==> src/rtl/jtag_cmd_pkg.sv <==
// Shared types and field positions for the JTAG command sequencer.
// Status word layout: [W-1] ACK toggle, [W-2:W-9] echoed opcode,
// [4] busy, [3:0] status code; all other bits read as zero.
package jtag_cmd_pkg;

    typedef enum logic [2:0] {
        ST_RESYNC,
        ST_IDLE,
        ST_SETTLE,
        ST_ISSUE,
        ST_WAIT,
        ST_DONE
    } state_e;

    localparam int OP_W     = 8;
    localparam int STAT_W   = 4;
    localparam int BUSY_BIT = 4;
    localparam int STAT_MSB = 3;
    localparam int STAT_LSB = 0;

    localparam logic [STAT_W-1:0] STAT_OK      = 4'h0;
    localparam logic [STAT_W-1:0] STAT_TIMEOUT = 4'hE;

    // REQ toggle in the command word, ACK toggle in the status word
    function automatic int req_bit(input int width);
        return width - 1;
    endfunction

    function automatic int op_msb(input int width);
        return width - 2;
    endfunction

    function automatic int op_lsb(input int width);
        return width - 9;
    endfunction

endpackage

==> src/rtl/jtag_cmd_settle.sv <==
// Snapshot register, comparator and settle counter. The host words must
// hold unchanged for STABLE_CYCLES consecutive SETTLE cycles before
// settled_o is raised; any change re-snapshots and restarts the count.
module jtag_cmd_settle
    import jtag_cmd_pkg::*;
#(
    parameter int WIDTH         = 32,
    parameter int STABLE_CYCLES = 4
) (
    input  logic             clk_i,
    input  logic             rst_i,
    input  logic             load_i,
    input  logic             en_i,
    input  logic [WIDTH-1:0] cmd_i,
    input  logic [WIDTH-1:0] arg_i,
    output logic             settled_o,
    output logic [WIDTH-1:0] snap_cmd_o,
    output logic [WIDTH-1:0] snap_arg_o
);

    localparam int              CNT_W    = $clog2(STABLE_CYCLES + 1);
    localparam logic [CNT_W-1:0] CNT_LAST = CNT_W'(STABLE_CYCLES - 1);

    logic [WIDTH-1:0] snap_cmd_q;
    logic [WIDTH-1:0] snap_arg_q;
    logic [CNT_W-1:0] cnt_q;
    logic             differ;

    assign differ = (cmd_i != snap_cmd_q) || (arg_i != snap_arg_q);

    // Capture the host words on entry and again whenever they move
    always_ff @(posedge clk_i) begin
        if (load_i || (en_i && differ)) begin
            snap_cmd_q <= cmd_i;
            snap_arg_q <= arg_i;
        end
    end

    // Count consecutive unchanged cycles; any change restarts the count
    always_ff @(posedge clk_i) begin
        if (rst_i) begin
            cnt_q <= '0;
        end else if (load_i) begin
            cnt_q <= '0;
        end else if (en_i) begin
            if (differ) begin
                cnt_q <= '0;
            end else if (cnt_q != CNT_LAST) begin
                cnt_q <= cnt_q + 1'b1;
            end
        end
    end

    assign settled_o  = en_i && !differ && (cnt_q == CNT_LAST);
    assign snap_cmd_o = snap_cmd_q;
    assign snap_arg_o = snap_arg_q;

endmodule

==> src/rtl/jtag_cmd_sequencer.sv <==
// Turns host-written JTAG bank registers into one valid/ready request per
// REQ toggle and publishes the response plus an ACK toggle back to the bank.
// Optional feature: define JTAG_CMD_TIMEOUT_EN to bound the response wait
// to TIMEOUT_CYCLES cycles (reported with status code 4'hE, result 0).
module jtag_cmd_sequencer
    import jtag_cmd_pkg::*;
#(
    parameter int WIDTH          = 32,
    parameter int STABLE_CYCLES  = 4,
    parameter int TIMEOUT_CYCLES = 65536
) (
    input  logic              iMAIN_CLK,
    input  logic              iRESET,
    input  logic [WIDTH-1:0]  iCMD,
    input  logic [WIDTH-1:0]  iARG,
    output logic [WIDTH-1:0]  oSTATUS,
    output logic [WIDTH-1:0]  oRESULT,
    output logic              oREQ_VALID,
    input  logic              iREQ_READY,
    output logic [OP_W-1:0]   oREQ_OP,
    output logic [WIDTH-1:0]  oREQ_ARG,
    input  logic              iRSP_VALID,
    input  logic [WIDTH-1:0]  iRSP_DATA,
    input  logic [STAT_W-1:0] iRSP_STATUS
);

    localparam int REQ_BIT = req_bit(WIDTH);
    localparam int OP_MSB  = op_msb(WIDTH);
    localparam int OP_LSB  = op_lsb(WIDTH);

    state_e            state_q;
    logic              ack_q;
    logic [OP_W-1:0]   echo_op_q;
    logic              busy_q;
    logic [STAT_W-1:0] code_q;
    logic [WIDTH-1:0]  result_q;
    logic              req_valid_q;
    logic [OP_W-1:0]   req_op_q;
    logic [WIDTH-1:0]  req_arg_q;
    logic [WIDTH-1:0]  rsp_data_q;
    logic [STAT_W-1:0] rsp_stat_q;

    logic              req_pending;
    logic              settle_load;
    logic              settle_en;
    logic              settled;
    logic [WIDTH-1:0]  snap_cmd;
    logic [WIDTH-1:0]  snap_arg;

`ifdef JTAG_CMD_TIMEOUT_EN
    localparam int              TMO_W    = $clog2(TIMEOUT_CYCLES + 1);
    localparam logic [TMO_W-1:0] TMO_LAST = TMO_W'(TIMEOUT_CYCLES - 1);
    logic [TMO_W-1:0] tmo_q;
`else
    localparam int unused_tmo = TIMEOUT_CYCLES;
`endif

    // A new command exists whenever the host toggle disagrees with ACK
    assign req_pending = (iCMD[REQ_BIT] != ack_q);
    assign settle_load = (state_q == ST_IDLE) && req_pending;
    assign settle_en   = (state_q == ST_SETTLE);

    jtag_cmd_settle #(
        .WIDTH         (WIDTH),
        .STABLE_CYCLES (STABLE_CYCLES)
    ) u_settle (
        .clk_i      (iMAIN_CLK),
        .rst_i      (iRESET),
        .load_i     (settle_load),
        .en_i       (settle_en),
        .cmd_i      (iCMD),
        .arg_i      (iARG),
        .settled_o  (settled),
        .snap_cmd_o (snap_cmd),
        .snap_arg_o (snap_arg)
    );

    // Only the opcode field of the snapshot feeds the request
    logic unused_snap;
    assign unused_snap = ^{snap_cmd[REQ_BIT], snap_cmd[OP_LSB-1:0]};

    // Sequencer FSM with all bank-facing and request outputs registered
    always_ff @(posedge iMAIN_CLK) begin
        if (iRESET) begin
            state_q     <= ST_RESYNC;
            ack_q       <= 1'b0;
            echo_op_q   <= '0;
            busy_q      <= 1'b0;
            code_q      <= '0;
            result_q    <= '0;
            req_valid_q <= 1'b0;
            req_op_q    <= '0;
            req_arg_q   <= '0;
`ifdef JTAG_CMD_TIMEOUT_EN
            tmo_q       <= '0;
`endif
        end else begin
            case (state_q)
                ST_RESYNC: begin
                    // Adopt whatever toggle survived reset so it is never run
                    ack_q   <= iCMD[REQ_BIT];
                    busy_q  <= 1'b0;
                    state_q <= ST_IDLE;
                end
                ST_IDLE: begin
                    if (req_pending) begin
                        busy_q  <= 1'b1;
                        state_q <= ST_SETTLE;
                    end
                end
                ST_SETTLE: begin
                    if (!req_pending) begin
                        busy_q  <= 1'b0;
                        state_q <= ST_IDLE;
                    end else if (settled) begin
                        req_valid_q <= 1'b1;
                        req_op_q    <= snap_cmd[OP_MSB:OP_LSB];
                        req_arg_q   <= snap_arg;
                        state_q     <= ST_ISSUE;
                    end
                end
                ST_ISSUE: begin
                    if (iREQ_READY) begin
                        req_valid_q <= 1'b0;
                        state_q     <= ST_WAIT;
`ifdef JTAG_CMD_TIMEOUT_EN
                        tmo_q       <= '0;
`endif
                    end
                end
                ST_WAIT: begin
                    if (iRSP_VALID) begin
                        rsp_data_q <= iRSP_DATA;
                        rsp_stat_q <= iRSP_STATUS;
                        state_q    <= ST_DONE;
                    end
`ifdef JTAG_CMD_TIMEOUT_EN
                    else if (tmo_q == TMO_LAST) begin
                        rsp_data_q <= '0;
                        rsp_stat_q <= STAT_TIMEOUT;
                        state_q    <= ST_DONE;
                    end else begin
                        tmo_q <= tmo_q + 1'b1;
                    end
`endif
                end
                ST_DONE: begin
                    // Result, status and ACK all change on the same edge
                    result_q  <= rsp_data_q;
                    code_q    <= rsp_stat_q;
                    echo_op_q <= req_op_q;
                    ack_q     <= ~ack_q;
                    busy_q    <= 1'b0;
                    state_q   <= ST_IDLE;
                end
                default: begin
                    req_valid_q <= 1'b0;
                    busy_q      <= 1'b0;
                    state_q     <= ST_RESYNC;
                end
            endcase
        end
    end

    // Assemble the status word from its registered fields
    always_comb begin
        oSTATUS                    = '0;
        oSTATUS[REQ_BIT]           = ack_q;
        oSTATUS[OP_MSB:OP_LSB]     = echo_op_q;
        oSTATUS[BUSY_BIT]          = busy_q;
        oSTATUS[STAT_MSB:STAT_LSB] = code_q;
    end

    assign oRESULT    = result_q;
    assign oREQ_VALID = req_valid_q;
    assign oREQ_OP    = req_op_q;
    assign oREQ_ARG   = req_arg_q;

endmodule

==> config.mk <==
export PLATFORM = sky130hd
export DESIGN_NAME = jtag_cmd_sequencer
export DESIGN_NICKNAME = d
export VERILOG_FILES = /design/src/rtl/jtag_cmd_pkg.sv /design/src/rtl/jtag_cmd_settle.sv /design/src/rtl/jtag_cmd_sequencer.sv
export SDC_FILE = /design/constraint.sdc
export NUM_CORES = 1
export LEC_CHECK = 0
export BUFFER_PORTS_ARGS = -buffer_cell sky130_fd_sc_hd__buf_2
export CORE_ASPECT_RATIO = 1.25
export CORE_UTILIZATION = 25
export CTS_CLUSTER_SIZE = 10
export DETAILED_ROUTE_END_ITERATION = 10
export PLACE_DENSITY = 0.44
export SETUP_SLACK_MARGIN = 0.3
export SKIP_CTS_REPAIR_TIMING = 1
export SKIP_LAST_GASP = 1
export SLEW_MARGIN = 25
export SYNTH_ARGS = -nofsm -noshare
export SYNTH_HDL_FRONTEND = slang
export SYNTH_HIERARCHICAL = 1
export SYNTH_SLANG_ARGS = --single-unit
==> constraint.sdc <==
create_clock -name iMAIN_CLK -period 12 [get_ports iMAIN_CLK]
set_clock_uncertainty 0.15 [all_clocks]
set_input_delay 0.6 -clock iMAIN_CLK [delete_from_list [all_inputs] [get_ports iMAIN_CLK]]
set_output_delay 0.6 -clock iMAIN_CLK [all_outputs]
set_load 0.1 [all_outputs]
==> results by group, run 1 <==
Outcome
  • Run status: completed

Yosys
  • Post-Syn Instances: 643
  • Post-synth ARST share: 0%
  • Area share of the largest cell type after synthesis: 39.66%
  • Synth area leaders: edfxtp_1 (40%), dfxtp_1 (25%), nand2_1 (8.5%)
  • Flops & latches, synth: 193
  • Post-synth EDFFs: 100
  • Cell taking the most area after synthesis: edfxtp_1
  • Synth unique cells: 41
  • Mapped Area: 7572 µm²
  • Post-synthesis area per instance: 11.78 µm²
  • Synth Flop Type: edfxtp_1
  • Seq/Total Area, Yosys: 64.24%
  • Most common cell in the netlist: nand2_1
  • Synth cell count leaders: nand2_1 (172), edfxtp_1 (100), dfxtp_1 (93)
  • Yosys warns: 6

Timing
  • Final worst path period need: 3605 ps
  • Maximum clock frequency: 0.2774 GHz
  • Final setup fails: 0
  • Slew headroom: 41.25%
  • RSZ-0062 raised after global routing: false
  • Hold Fails Final Rpt: 0
  • Least-Margin Pin Slew: 881.2 ps
  • Final period util: 30.04%
  • Pins over their slew limit: 0
  • TNS Setup: 0 ps

Place
  • Post-DP HPWL: 12470 µm
  • GPL Wtd Cong: 0.6842
  • Input/output buffers: 190
  • DP Area: 8787 µm²

Cells and area
  • Net count, final: 928
  • Area Growth Syn to Fin: 24.14%
  • Fillers: 3088
  • Final Cell Area: 9400 µm²
  • Finished Core Util: 31.85%
  • Layout cells sized above 1: 28.50%

Global route
  • Pin count of the biggest net entering global routing: 65
  • Vias in the first global route: 4876
  • GRT overflow: 0
  • Global-route wire length before repair: 28350 µm
  • Total track usage: 12.26%
  • Initial antenna violation count: 3

Drt
  • DR iter-0 viols: 202
  • Post-route DRC: 0
  • Post-route ant nets: 0
  • Total Wirelength: 18350 µm
  • Via-to-Cell Ratio: 4.094
  • WL per Instance: 14.90 µm
  • Via count: 5044
  • DRT Pass-1 Iters: 4

Power
  • Clk pwr share: 40.0%
  • Overall power: 1.492 mW
  • NetSw: 392.9 µW
  • PwrDens: 158.7 nW/µm²
  • Pint: 1.099 mW
  • Switch share: 26.34%
  • Seq pwr share: 50.7%
  • Worst vdd ir: 89.23 µV
  • Leak pwr: 3.653 nW
  • Logic pwr share: 9.3%

Worst setup path
  • CP max stage cell: nor4_4
  • Crit path max-delay family: simple AND/OR/NAND/NOR gates
  • Slowest stage delay, CP: 550 ps
  • Setup crit start kind: flip-flop
  • Worst Path Required: 12210 ps
  • Critical path class: flip-flop to flip-flop
  • Crit end category: flip-flop
  • Worst Path Arrival: 3810 ps
  • CP Max Fanout: 30
  • Most common cell on crit path: and3_2
  • CP cell instances: xor2_1 -> nor4_1 -> nand4_1 -> nor4_4 -> and3_2 -> and3_2 -> buf_4 -> mux2i_1
  • Buffers & Inverters on Critical Path: 1

Min path
  • Hold Path Class: primary input to flip-flop

Clocking
  • Clk slew on worst S/H paths: 80 ps
  • H-tree depth: 4
  • CTS tree: done
  • Root buf cell: clkbuf_16
  • TritonCTS buffer count: 17
  • Clock Latency Late Sink: 430 ps
  • Clock buffer depth: 2
  • Clock sinks: 193

Floorplanning
  • CORE AREA: 29520 µm²
  • Top-Level Pins: 209
  • Row count: 70
  • Initial core utilization: 25.65%
  • Die ar.: 30990 µm²
  • Die Wd: 157.7 µm
  • Die Ht: 196.6 µm

Flow run
  • Max_cap viols: 0
[through the flow]
| stage | hold WS, ps | instances | setup slack [ps] |
|---|---|---|---|
| after detailed placement | 293.7 | 1199 | 7951 |
| final | 192.1 | 1232 | 8395 |
| after CTS | 158.2 | 1231 | 8206 |
| after global placement | 288.5 | 1199 | 7966 |
| after floorplan | 300.9 | 660 | 7351 |
| after global routing | 154.7 | 1231 | 8104 |
[per-layer routing]
metal | track usage [%] | routed length, µm | share of wire, % | vias to the layer above
met5 | 0 | 13 | 0.071 | -
met4 | 3.991 | 173 | 0.94 | 2
met3 | 5.145 | 1646 | 9.0 | 8
met2 | 19.50 | 8522 | 46 | 158
met1 | 14.83 | 7995 | 44 | 2354
li1 | - | - | - | 2522
[power groups by stage]
stage | Clock (mW) | Combinational [mW] | Sequential [mW]
2_1_floorplan | 0 | 0.0994 | 0.774
3_3_place_gp | 0 | 0.142 | 0.772
3_5_place_dp | 0 | 0.142 | 0.771
4_1_cts | 0.628 | 0.143 | 0.756
5_1_grt | 0.652 | 0.153 | 0.760
6_report | 0.597 | 0.139 | 0.756
[registers in the layout, summed over array words and instances (netlist names)]
signal / count
oREQ_ARG: 32
oRESULT: 32
rsp_data_q: 32
u_settle/snap_arg_o: 32
u_settle/snap_cmd_o: 32
echo_op_q: 8
oREQ_OP: 8
code_q: 4
rsp_stat_q: 4
state_q: 3
u_settle/cnt_q: 3
ack_q: 1
busy_q: 1
oREQ_VALID: 1
[area by class of cell]
cell class / instances / area [µm²] / area share, %
clock buffer: 18 / 439.2 / 4.672
clock inverter: 14 / 168.9 / 1.797
tap: 396 / 495.5 / 5.271
inverter: 5 / 18.77 / 0.1997
antenna: 1 / 2.502 / 0.02662
sequential: 193 / 4865 / 51.75
timing repair buffer: 196 / 996.0 / 10.59
multi-input combinational: 409 / 2415 / 25.69
[cell families (layout without fill, tap and decap cells)]
| kind of cell | Yosys count | in the layout | synth area share, % |
|---|---|---|---|
| AND/OR/NAND/NOR | 223 | 223 | 13.14 |
| AO/OA/AOI/OAI | 60 | 60 | 4.329 |
| other | 1 | 19 | 0.04952 |
| multiplexers | 40 | 40 | 5.287 |
| XOR/XNOR | 66 | 66 | 7.634 |
| buffers and inverters | 58 | 233 | 4.990 |
| adder cells (fa/ha/maj) | 2 | 2 | 0.3304 |
| flip-flops | 193 | 193 | 64.24 |
[placed cells by master (no fill, tap or decap), types with 2 or more instances in the layout]
cell type | netlist | final
clkinvlp_4 | 0 | 2
edfxtp_1 | 100 | 100
bufinv_16 | 0 | 2
nand4b_1 | 2 | 2
o21ai_0 | 4 | 4
nand3_1 | 7 | 7
a21oi_1 | 47 | 47
nor3b_1 | 3 | 2
and3_2 | 1 | 2
buf_2 | 10 | 190
inv_8 | 0 | 4
nand4_1 | 4 | 4
clkbuf_16 | 0 | 17
inv_6 | 0 | 5
xor2_1 | 66 | 66
a31oi_1 | 4 | 4
mux2i_1 | 40 | 40
buf_4 | 20 | 6
nor2b_1 | 2 | 2
inv_1 | 5 | 4
nor3b_2 | 1 | 2
nand3b_1 | 2 | 2
nand2_1 | 172 | 172
nor2_1 | 3 | 3
conb_1 | 1 | 18
nor4_1 | 16 | 16
ha_1 | 2 | 2
dfxtp_1 | 93 | 93
[final timing paths]
path / start / endpoint / slack (ps) / cells after the start
hold reg to reg: echo_op_q[4]$_SDFFE_PP0N_ / echo_op_q[4]$_SDFFE_PP0N_ / 300 / 2
setup reg to reg: u_settle/snap_arg_o[18]$_DFFE_PP_ / oREQ_ARG[13]$_SDFFE_PP0P_ / 8400 / 8
setup / recovery: u_settle/snap_arg_o[18]$_DFFE_PP_ / oREQ_ARG[13]$_SDFFE_PP0P_ / 8400 / 8
hold / removal: iRSP_DATA[30] / rsp_data_q[30]$_DFFE_PP_ / 190 / 1
(Power assumes the default switching activity.)
==> run 2, diff against run 1 <==
==> constraint.sdc (replaced) <==
create_clock -name iMAIN_CLK -period 3.7 [get_ports iMAIN_CLK]
set_clock_uncertainty 0.15 [all_clocks]
set_input_delay 0.185 -clock iMAIN_CLK [delete_from_list [all_inputs] [get_ports iMAIN_CLK]]
set_output_delay 0.185 -clock iMAIN_CLK [all_outputs]
set_load 0.1 [all_outputs]
==> results by group, run 2 (synthesis results as in run 1) <==
Outcome
  • Run status: completed (unchanged)

Power
  • Leak pwr: 4.134 nW (was 3.653 nW)
  • PwrDens: 470.3 nW/µm² (was 158.7 nW/µm²)
  • Worst vdd ir: 269.9 µV (was 89.23 µV)

Worst setup path
  • R2R depth: 9 (was 8)
  • CP max stage cell: edfxtp_1 (was nor4_4)
  • R2R Path End: oREQ_OP[3]$_SDFFE_PP0P_ (was oREQ_ARG[13]$_SDFFE_PP0P_)
  • Setup crit start kind: flip-flop (unchanged)
  • CP Max Fanout: 15 (was 30)
  • Crit end category: flip-flop (unchanged)
  • Reg2reg setup slack: 840 ps (was 8400 ps)
  • Crit path to: oREQ_OP[3]$_SDFFE_PP0P_ (was oREQ_ARG[13]$_SDFFE_PP0P_)
  • CP cell instances: xor2_1 -> nor4_1 -> buf_4 -> nand4_1 -> nor4_4 -> and3_2 -> and3_2 -> buf_4 -> mux2i_1 (was xor2_1 -> nor4_1 -> nand4_1 -> nor4_4 -> and3_2 -> and3_2 -> buf_4 -> mux2i_1)
  • Worst Path Arrival: 3070 ps (was 3810 ps)
  • Worst setup path startpoint: u_settle/snap_cmd_o[28]$_DFFE_PP_ (was u_settle/snap_arg_o[18]$_DFFE_PP_)
  • Slowest stage delay, CP: 460 ps (was 550 ps)
  • Worst Path Required: 3910 ps (was 12210 ps)
  • Critical path class: flip-flop to flip-flop (unchanged)
  • Worst reg2reg path startpoint: u_settle/snap_cmd_o[28]$_DFFE_PP_ (was u_settle/snap_arg_o[18]$_DFFE_PP_)

Global route
  • Global-route wire length before repair: 29440 µm (was 28350 µm)
  • GRT overflow: 0 (unchanged)
  • Vias in the first global route: 5095 (was 4876)
  • Pin count of the biggest net entering global routing: 45 (was 65)
  • Initial antenna violation count: 0 (was 3)
  • Total track usage: 12.81% (was 12.26%)

Min path
  • Hold Path Class: primary input to flip-flop (unchanged)

Cells and area
  • ANT cells: 0 (was 1)
  • Finished Core Util: 35.59% (was 31.85%)
  • Post-route non-filler standard cell count: 1340 (was 1232)
  • Commonest non-fill, non-tap cell in the layout: buf_2 (unchanged)
  • Net count, final: 1037 (was 928)
  • Area Growth Syn to Fin: 38.71% (was 24.14%)
  • Fillers: 3043 (was 3088)
  • Layout cells sized above 1: 25.85% (was 28.50%)
  • Most frequent cells in the layout: buf_2 (190), nand2_1 (172), dlygate4sd3_1 (103) (was buf_2 (190), nand2_1 (172), edfxtp_1 (100))

Floorplanning
  • Top-Level Pins: 209 (unchanged)
  • Row count: 70 (unchanged)
  • CORE AREA: 29520 µm² (unchanged)
  • Die ar.: 30990 µm² (unchanged)
  • Die Wd: 157.7 µm (unchanged)
  • Initial core utilization: 25.65% (unchanged)
  • Die Ht: 196.6 µm (unchanged)

Drt
  • Post-route ant nets: 0 (unchanged)
  • Via-to-Cell Ratio: 4.056 (was 4.094)
  • Total Wirelength: 19450 µm (was 18350 µm)
  • DRT Pass-1 Iters: 6 (was 4)
  • WL per Instance: 14.51 µm (was 14.90 µm)
  • Via count: 5435 (was 5044)
  • Post-route DRC: 0 (unchanged)
  • DR iter-0 viols: 331 (was 202)

Timing
  • Final setup fails: 0 (unchanged)
  • Maximum clock frequency: 0.3496 GHz (was 0.2774 GHz)
  • Final worst path period need: 2860 ps (was 3605 ps)
  • RSZ-0062 raised after global routing: false (unchanged)
  • Pins over their slew limit: 0 (unchanged)
  • Least-Margin Pin Slew: 942.9 ps (was 881.2 ps)
  • Final period util: 77.31% (was 30.04%)
  • TNS Setup: 0 ps (unchanged)
  • Slew headroom: 37.14% (was 41.25%)
  • Final hold slack: 43.51 ps (was 192.1 ps)
  • Hold Fails Final Rpt: 0 (unchanged)

Place
  • Placed cells: 1205 (was 1199)
  • GPL Wtd Cong: 0.7001 (was 0.6842)
  • Input/output buffers: 190 (unchanged)
  • Post-DP HPWL: 13200 µm (was 12470 µm)

Clocking
  • Root buf cell: clkbuf_16 (unchanged)
  • Clk slew on worst S/H paths: 80 ps (about the same)
  • H-tree depth: 4 (unchanged)
  • Clock buffer depth: 2 (unchanged)
  • TritonCTS buffer count: 17 (unchanged)
  • CTS tree: done (unchanged)
  • Clock sinks: 193 (unchanged)
  • Clock Latency Late Sink: 440 ps (was 430 ps)

Flow run
  • Max_cap viols: 0 (unchanged)
run 2: cell types whose count changed in the layout (fill, tap and decap cells not counted), sizes merged:
cell         delta
clkinv          +6
dlygate4sd3   +103
inv             -4
buf             +6
diode           -1
clkinvlp        -2
run 2: worst min-delay path by stage:
stage / startpoint / end / slack, ps / cells past startpoint
2_1_floorplan: iRSP_DATA[0] / rsp_data_q[0]$_DFFE_PP_ / 130 / 0
3_3_place_gp: iRSP_STATUS[3] / rsp_stat_q[3]$_DFFE_PP_ / 210 / 1
3_5_place_dp: iRSP_DATA[25] / rsp_data_q[25]$_DFFE_PP_ / 210 / 1
4_1_cts: iRSP_STATUS[3] / rsp_stat_q[3]$_DFFE_PP_ / -260 / 1
5_1_grt: iRSP_VALID / state_q[0]$_SDFFE_PP0P_ / 50 / 4
6_report: iRSP_VALID / state_q[0]$_SDFFE_PP0P_ / 40 / 4
run 2: metrics by stage:
| step | setup slack [ps] | area, µm² | total power, mW |
|---|---|---|---|
| global route | 585.6 | 10500 | 5.163 |
| floorplan | 617.4 | 7645 | 2.827 |
| CTS | 760.2 | 9473 | 4.941 |
| detailed placement | 792.0 | 8864 | 2.983 |
| global placement | 818.3 | 8864 | 2.983 |
| finish | 839.6 | 10500 | 4.940 |
run 2: worst max-delay path: cells and delay by family, from the launching register on:
family | cells | cell delay [ps]
flip-flops | 1 | 460
buffers and inverters | 2 | 470
multiplexers | 1 | 220
XOR/XNOR | 1 | 190
AND/OR/NAND/NOR | 5 | 1290
run 2: cell type report:
cell class | count | area (µm²) | share of cell area (%)
Sequential cell | 193 | 4865 | 46.31
Multi-Input combinational cell | 409 | 2419 | 23.03
Timing Repair Buffer | 305 | 2097 | 19.96
Tap cell | 396 | 495.5 | 4.717
Clock buffer | 18 | 439.2 | 4.181
Clock inverter | 14 | 170.2 | 1.620
Inverter | 5 | 18.77 | 0.1787
run 2: report_power, final:
group | leakage (nW) | internal (mW) | switching [mW]
logic | 2.16 | 0.216 | 0.340
registers | 1.67 | 2.38 | 0.0704
clock network | 0.299 | 1.04 | 0.891
total | 4.13 | 3.64 | 1.30
run 2: routing by layer:
layer | GRT usage [%] | share of wire [%] | vias to the layer above
li1 | - | - | 2747
met1 | 16.29 | 46 | 2534
met2 | 21.26 | 49 | 143
met3 | 2.902 | 3.9 | 11
met4 | 4.207 | 1.0 | 0
met5 | 0 | 0 | -
==> run 3, diff against run 2 <==
--- a/config.mk
+++ b/config.mk
@@ -5,6 +5,7 @@
 export SDC_FILE = /design/constraint.sdc
 export NUM_CORES = 1
 export LEC_CHECK = 0
+export ABC_AREA = 1
 export BUFFER_PORTS_ARGS = -buffer_cell sky130_fd_sc_hd__buf_2
 export CORE_ASPECT_RATIO = 1.25
 export CORE_UTILIZATION = 25
==> constraint.sdc (replaced) <==
create_clock -name iMAIN_CLK -period 2.9 [get_ports iMAIN_CLK]
set_clock_uncertainty 0.15 [all_clocks]
set_input_delay 0.145 -clock iMAIN_CLK [delete_from_list [all_inputs] [get_ports iMAIN_CLK]]
set_output_delay 0.145 -clock iMAIN_CLK [all_outputs]
set_load 0.1 [all_outputs]
==> results by group, run 3 <==
Timing
  • Final period util: 84.27% (was 77.31%)
  • Slew headroom: 46.34% (was 37.14%)
  • Final worst path period need: 2444 ps (was 2860 ps)
  • Least-Margin Pin Slew: 804.0 ps (was 942.9 ps)
  • Pins over their slew limit: 0 (unchanged)
  • Hold Fails Final Rpt: 0 (unchanged)
  • Final hold slack: 48.85 ps (was 43.51 ps)
  • TNS Setup: 0 ps (unchanged)
  • Maximum clock frequency: 0.4092 GHz (was 0.3496 GHz)
  • Final setup fails: 0 (unchanged)
  • RSZ-0062 raised after global routing: true (was false)

Min path
  • WHS Path Cells: 6 (was 4)
  • WHS Endpoint: oREQ_VALID$_SDFFE_PP0P_ (was state_q[0]$_SDFFE_PP0P_)
  • Hold Path Class: primary input to flip-flop (unchanged)
  • Hold path start: iREQ_READY (was iRSP_VALID)

Yosys
  • Synth cell count leaders: nand2_1 (192), nor2_1 (153), edfxtp_1 (100) (was nand2_1 (172), edfxtp_1 (100), dfxtp_1 (93))
  • Post-Syn Instances: 880 (was 643)
  • Cell taking the most area after synthesis: edfxtp_1 (unchanged)
  • Post-synth EDFFs: 100 (unchanged)
  • Most common cell in the netlist: nand2_1 (unchanged)
  • Flops & latches, synth: 193 (unchanged)
  • Synth area leaders: edfxtp_1 (37%), dfxtp_1 (23%), nand2_1 (9.0%) (was edfxtp_1 (40%), dfxtp_1 (25%), nand2_1 (8.5%))
  • Synth Flop Type: edfxtp_1 (unchanged)
  • Yosys warns: 6 (unchanged)
  • Post-synthesis area per instance: 9.147 µm² (was 11.78 µm²)
  • Post-synth ARST share: 0% (unchanged)
  • Area share of the largest cell type after synthesis: 37.31% (was 39.66%)
  • Mapped Area: 8049 µm² (was 7572 µm²)
  • Synth unique cells: 29 (was 41)
  • Seq/Total Area, Yosys: 60.44% (was 64.24%)

Cells and area
  • Net count, final: 1290 (was 1037)
  • Fillers: 3347 (was 3043)
  • Area Growth Syn to Fin: 39.08% (was 38.71%)
  • ANT cells: 0 (unchanged)
  • Most frequent cells in the layout: nand2_1 (192), buf_2 (190), nor2_1 (149) (was buf_2 (190), nand2_1 (172), dlygate4sd3_1 (103))
  • Layout cells sized above 1: 23.39% (was 25.85%)
  • Commonest non-fill, non-tap cell in the layout: nand2_1 (was buf_2)

Drt
  • Via count: 6560 (was 5435)
  • Total Wirelength: 22110 µm (was 19450 µm)
  • Post-route DRC: 0 (unchanged)
  • DRT Pass-1 Iters: 4 (was 6)
  • Via-to-Cell Ratio: 4.077 (was 4.056)
  • Post-route ant nets: 0 (unchanged)
  • DR iter-0 viols: 307 (was 331)
  • WL per Instance: 13.74 µm (was 14.51 µm)

Clocking
  • TritonCTS buffer count: 17 (unchanged)
  • Clock Latency Late Sink: 440 ps (about the same)
  • Clock sinks: 193 (unchanged)
  • Root buf cell: clkbuf_16 (unchanged)
  • CTS tree: done (unchanged)
  • Clk slew on worst S/H paths: 70 ps (was 80 ps)
  • H-tree depth: 4 (unchanged)
  • Clock buffer depth: 2 (unchanged)

Global route
  • Initial antenna violation count: 0 (unchanged)
  • Vias in the first global route: 5908 (was 5095)
  • GRT overflow: 0 (unchanged)
  • Total track usage: 12.96% (was 12.81%)
  • Pin count of the biggest net entering global routing: 50 (was 45)
  • Global-route wire length before repair: 32490 µm (was 29440 µm)

Power
  • Worst vdd ir: 274.9 µV (was 269.9 µV)
  • Logic pwr share: 24.5% (was 11.3%)
  • Switch share: 33.10% (was 26.35%)
  • Pint: 5.607 mW (was 3.639 mW)
  • PwrDens: 748.6 nW/µm² (was 470.3 nW/µm²)
  • Seq pwr share: 43.5% (was 49.7%)
  • Clk pwr share: 32.0% (was 39.1%)
  • Leak pwr: 5.099 nW (was 4.134 nW)
  • NetSw: 2.774 mW (was 1.302 mW)

Worst setup path
  • Setup crit start kind: flip-flop (unchanged)
  • CP Max Fanout: 14 (was 15)
  • R2R Path End: u_settle/snap_arg_o[4]$_DFFE_PP_ (was oREQ_OP[3]$_SDFFE_PP0P_)
  • Reg2reg setup slack: 460 ps (was 840 ps)
  • Critical path class: flip-flop to flip-flop (unchanged)
  • Crit end category: flip-flop (unchanged)
  • Worst setup path startpoint: u_settle/snap_arg_o[2]$_DFFE_PP_ (was u_settle/snap_cmd_o[28]$_DFFE_PP_)
  • Worst Path Arrival: 2410 ps (was 3070 ps)
  • Worst Path Required: 2870 ps (was 3910 ps)
  • R2R depth: 9 (unchanged)
  • Worst reg2reg path startpoint: u_settle/snap_arg_o[2]$_DFFE_PP_ (was u_settle/snap_cmd_o[28]$_DFFE_PP_)

Floorplanning
  • Die ar.: 32920 µm² (was 30990 µm²)
  • Die Ht: 202.6 µm (was 196.6 µm)
  • Die Wd: 162.5 µm (was 157.7 µm)
  • CORE AREA: 31790 µm² (was 29520 µm²)
  • Top-Level Pins: 209 (unchanged)
  • Initial core utilization: 25.32% (was 25.65%)
  • Row count: 73 (was 70)

Place
  • Input/output buffers: 190 (unchanged)
  • GPL Wtd Cong: 0.7039 (was 0.7001)
  • Post-DP HPWL: 14180 µm (was 13200 µm)

Outcome
  • Run status: completed (unchanged)

Flow run
  • Max_cap viols: 0 (unchanged)
## run 3: per-layer routing
| metal | track usage (%) | vias up | routed length (µm) |
|---|---|---|---|
| met5 | 0 | - | 0 |
| li1 | - | 3379 | - |
| met3 | 3.555 | 14 | 993 |
| met2 | 22.41 | 153 | 10980 |
| met1 | 15.56 | 3014 | 9887 |
| met4 | 3.639 | 0 | 246 |
## run 3: layout make-up
class / instances / area [µm²] / area share (%)
Timing Repair Buffer: 318 / 2222 / 19.85
Clock buffer: 22 / 475.5 / 4.247
Timing Repair inverter: 1 / 11.26 / 0.1006
Clock inverter: 10 / 180.2 / 1.609
Tap cell: 412 / 515.5 / 4.605
Sequential cell: 193 / 4866 / 43.47
Inverter: 94 / 379.1 / 3.387
Multi-Input combinational cell: 559 / 2545 / 22.73
## run 3: through the flow
stage               std cells  utilization, %  total power, mW  instance area, µm²  setup slack [ps]
finish                   1609           35.22            8.380               11190             456.0
global route             1609           35.22            8.871               11190             266.8
CTS                      1492           31.43            8.365                9990             120.7
detailed placement       1460           29.37            5.630                9334             134.8
global placement         1460           29.37            5.613                9334             192.1
floorplan                 897               -            5.109                8124             550.8
## run 3: cell families after synthesis
kind of cell / synth area share [%]
fa+ha+maj: 0.3108
simple gates: 22.12
flops: 60.44
compound gates: 5.845
other cells: 0.04659
buf+inv: 9.171
xor+xnor: 2.067
## run 3: worst max-delay path, cell delays in order (launching register included)
cell	delay, ps
edfxtp_1	410
xor2_1	170
nor2_1	140
nand2_1	90
nor2_2	160
nand2_1	110
nor2_4	150
buf_4	140
a21oi_1	90
or2_2	520
## run 3: worst max-delay path by stage
| stage | endpoint | cells past startpoint |
|---|---|---|
| floorplan | u_settle/snap_arg_o[0]$_DFFE_PP_ | 10 |
| global placement | oREQ_ARG[13]$_SDFFE_PP0P_ | 13 |
| detailed placement | oREQ_ARG[31]$_SDFFE_PP0P_ | 13 |
| CTS | oREQ_ARG[31]$_SDFFE_PP0P_ | 14 |
| global route | u_settle/snap_cmd_o[26]$_DFFE_PP_ | 9 |
| finish | u_settle/snap_arg_o[4]$_DFFE_PP_ | 9 |
## run 3: power by group through the flow
stage	combinational [mW]	clock, mW	sequential, mW
global placement	1.91	0	3.70
floorplan	1.14	0	3.97
global route	2.28	2.88	3.70
finish	2.06	2.68	3.65
CTS	1.92	2.79	3.65
detailed placement	1.92	0	3.71
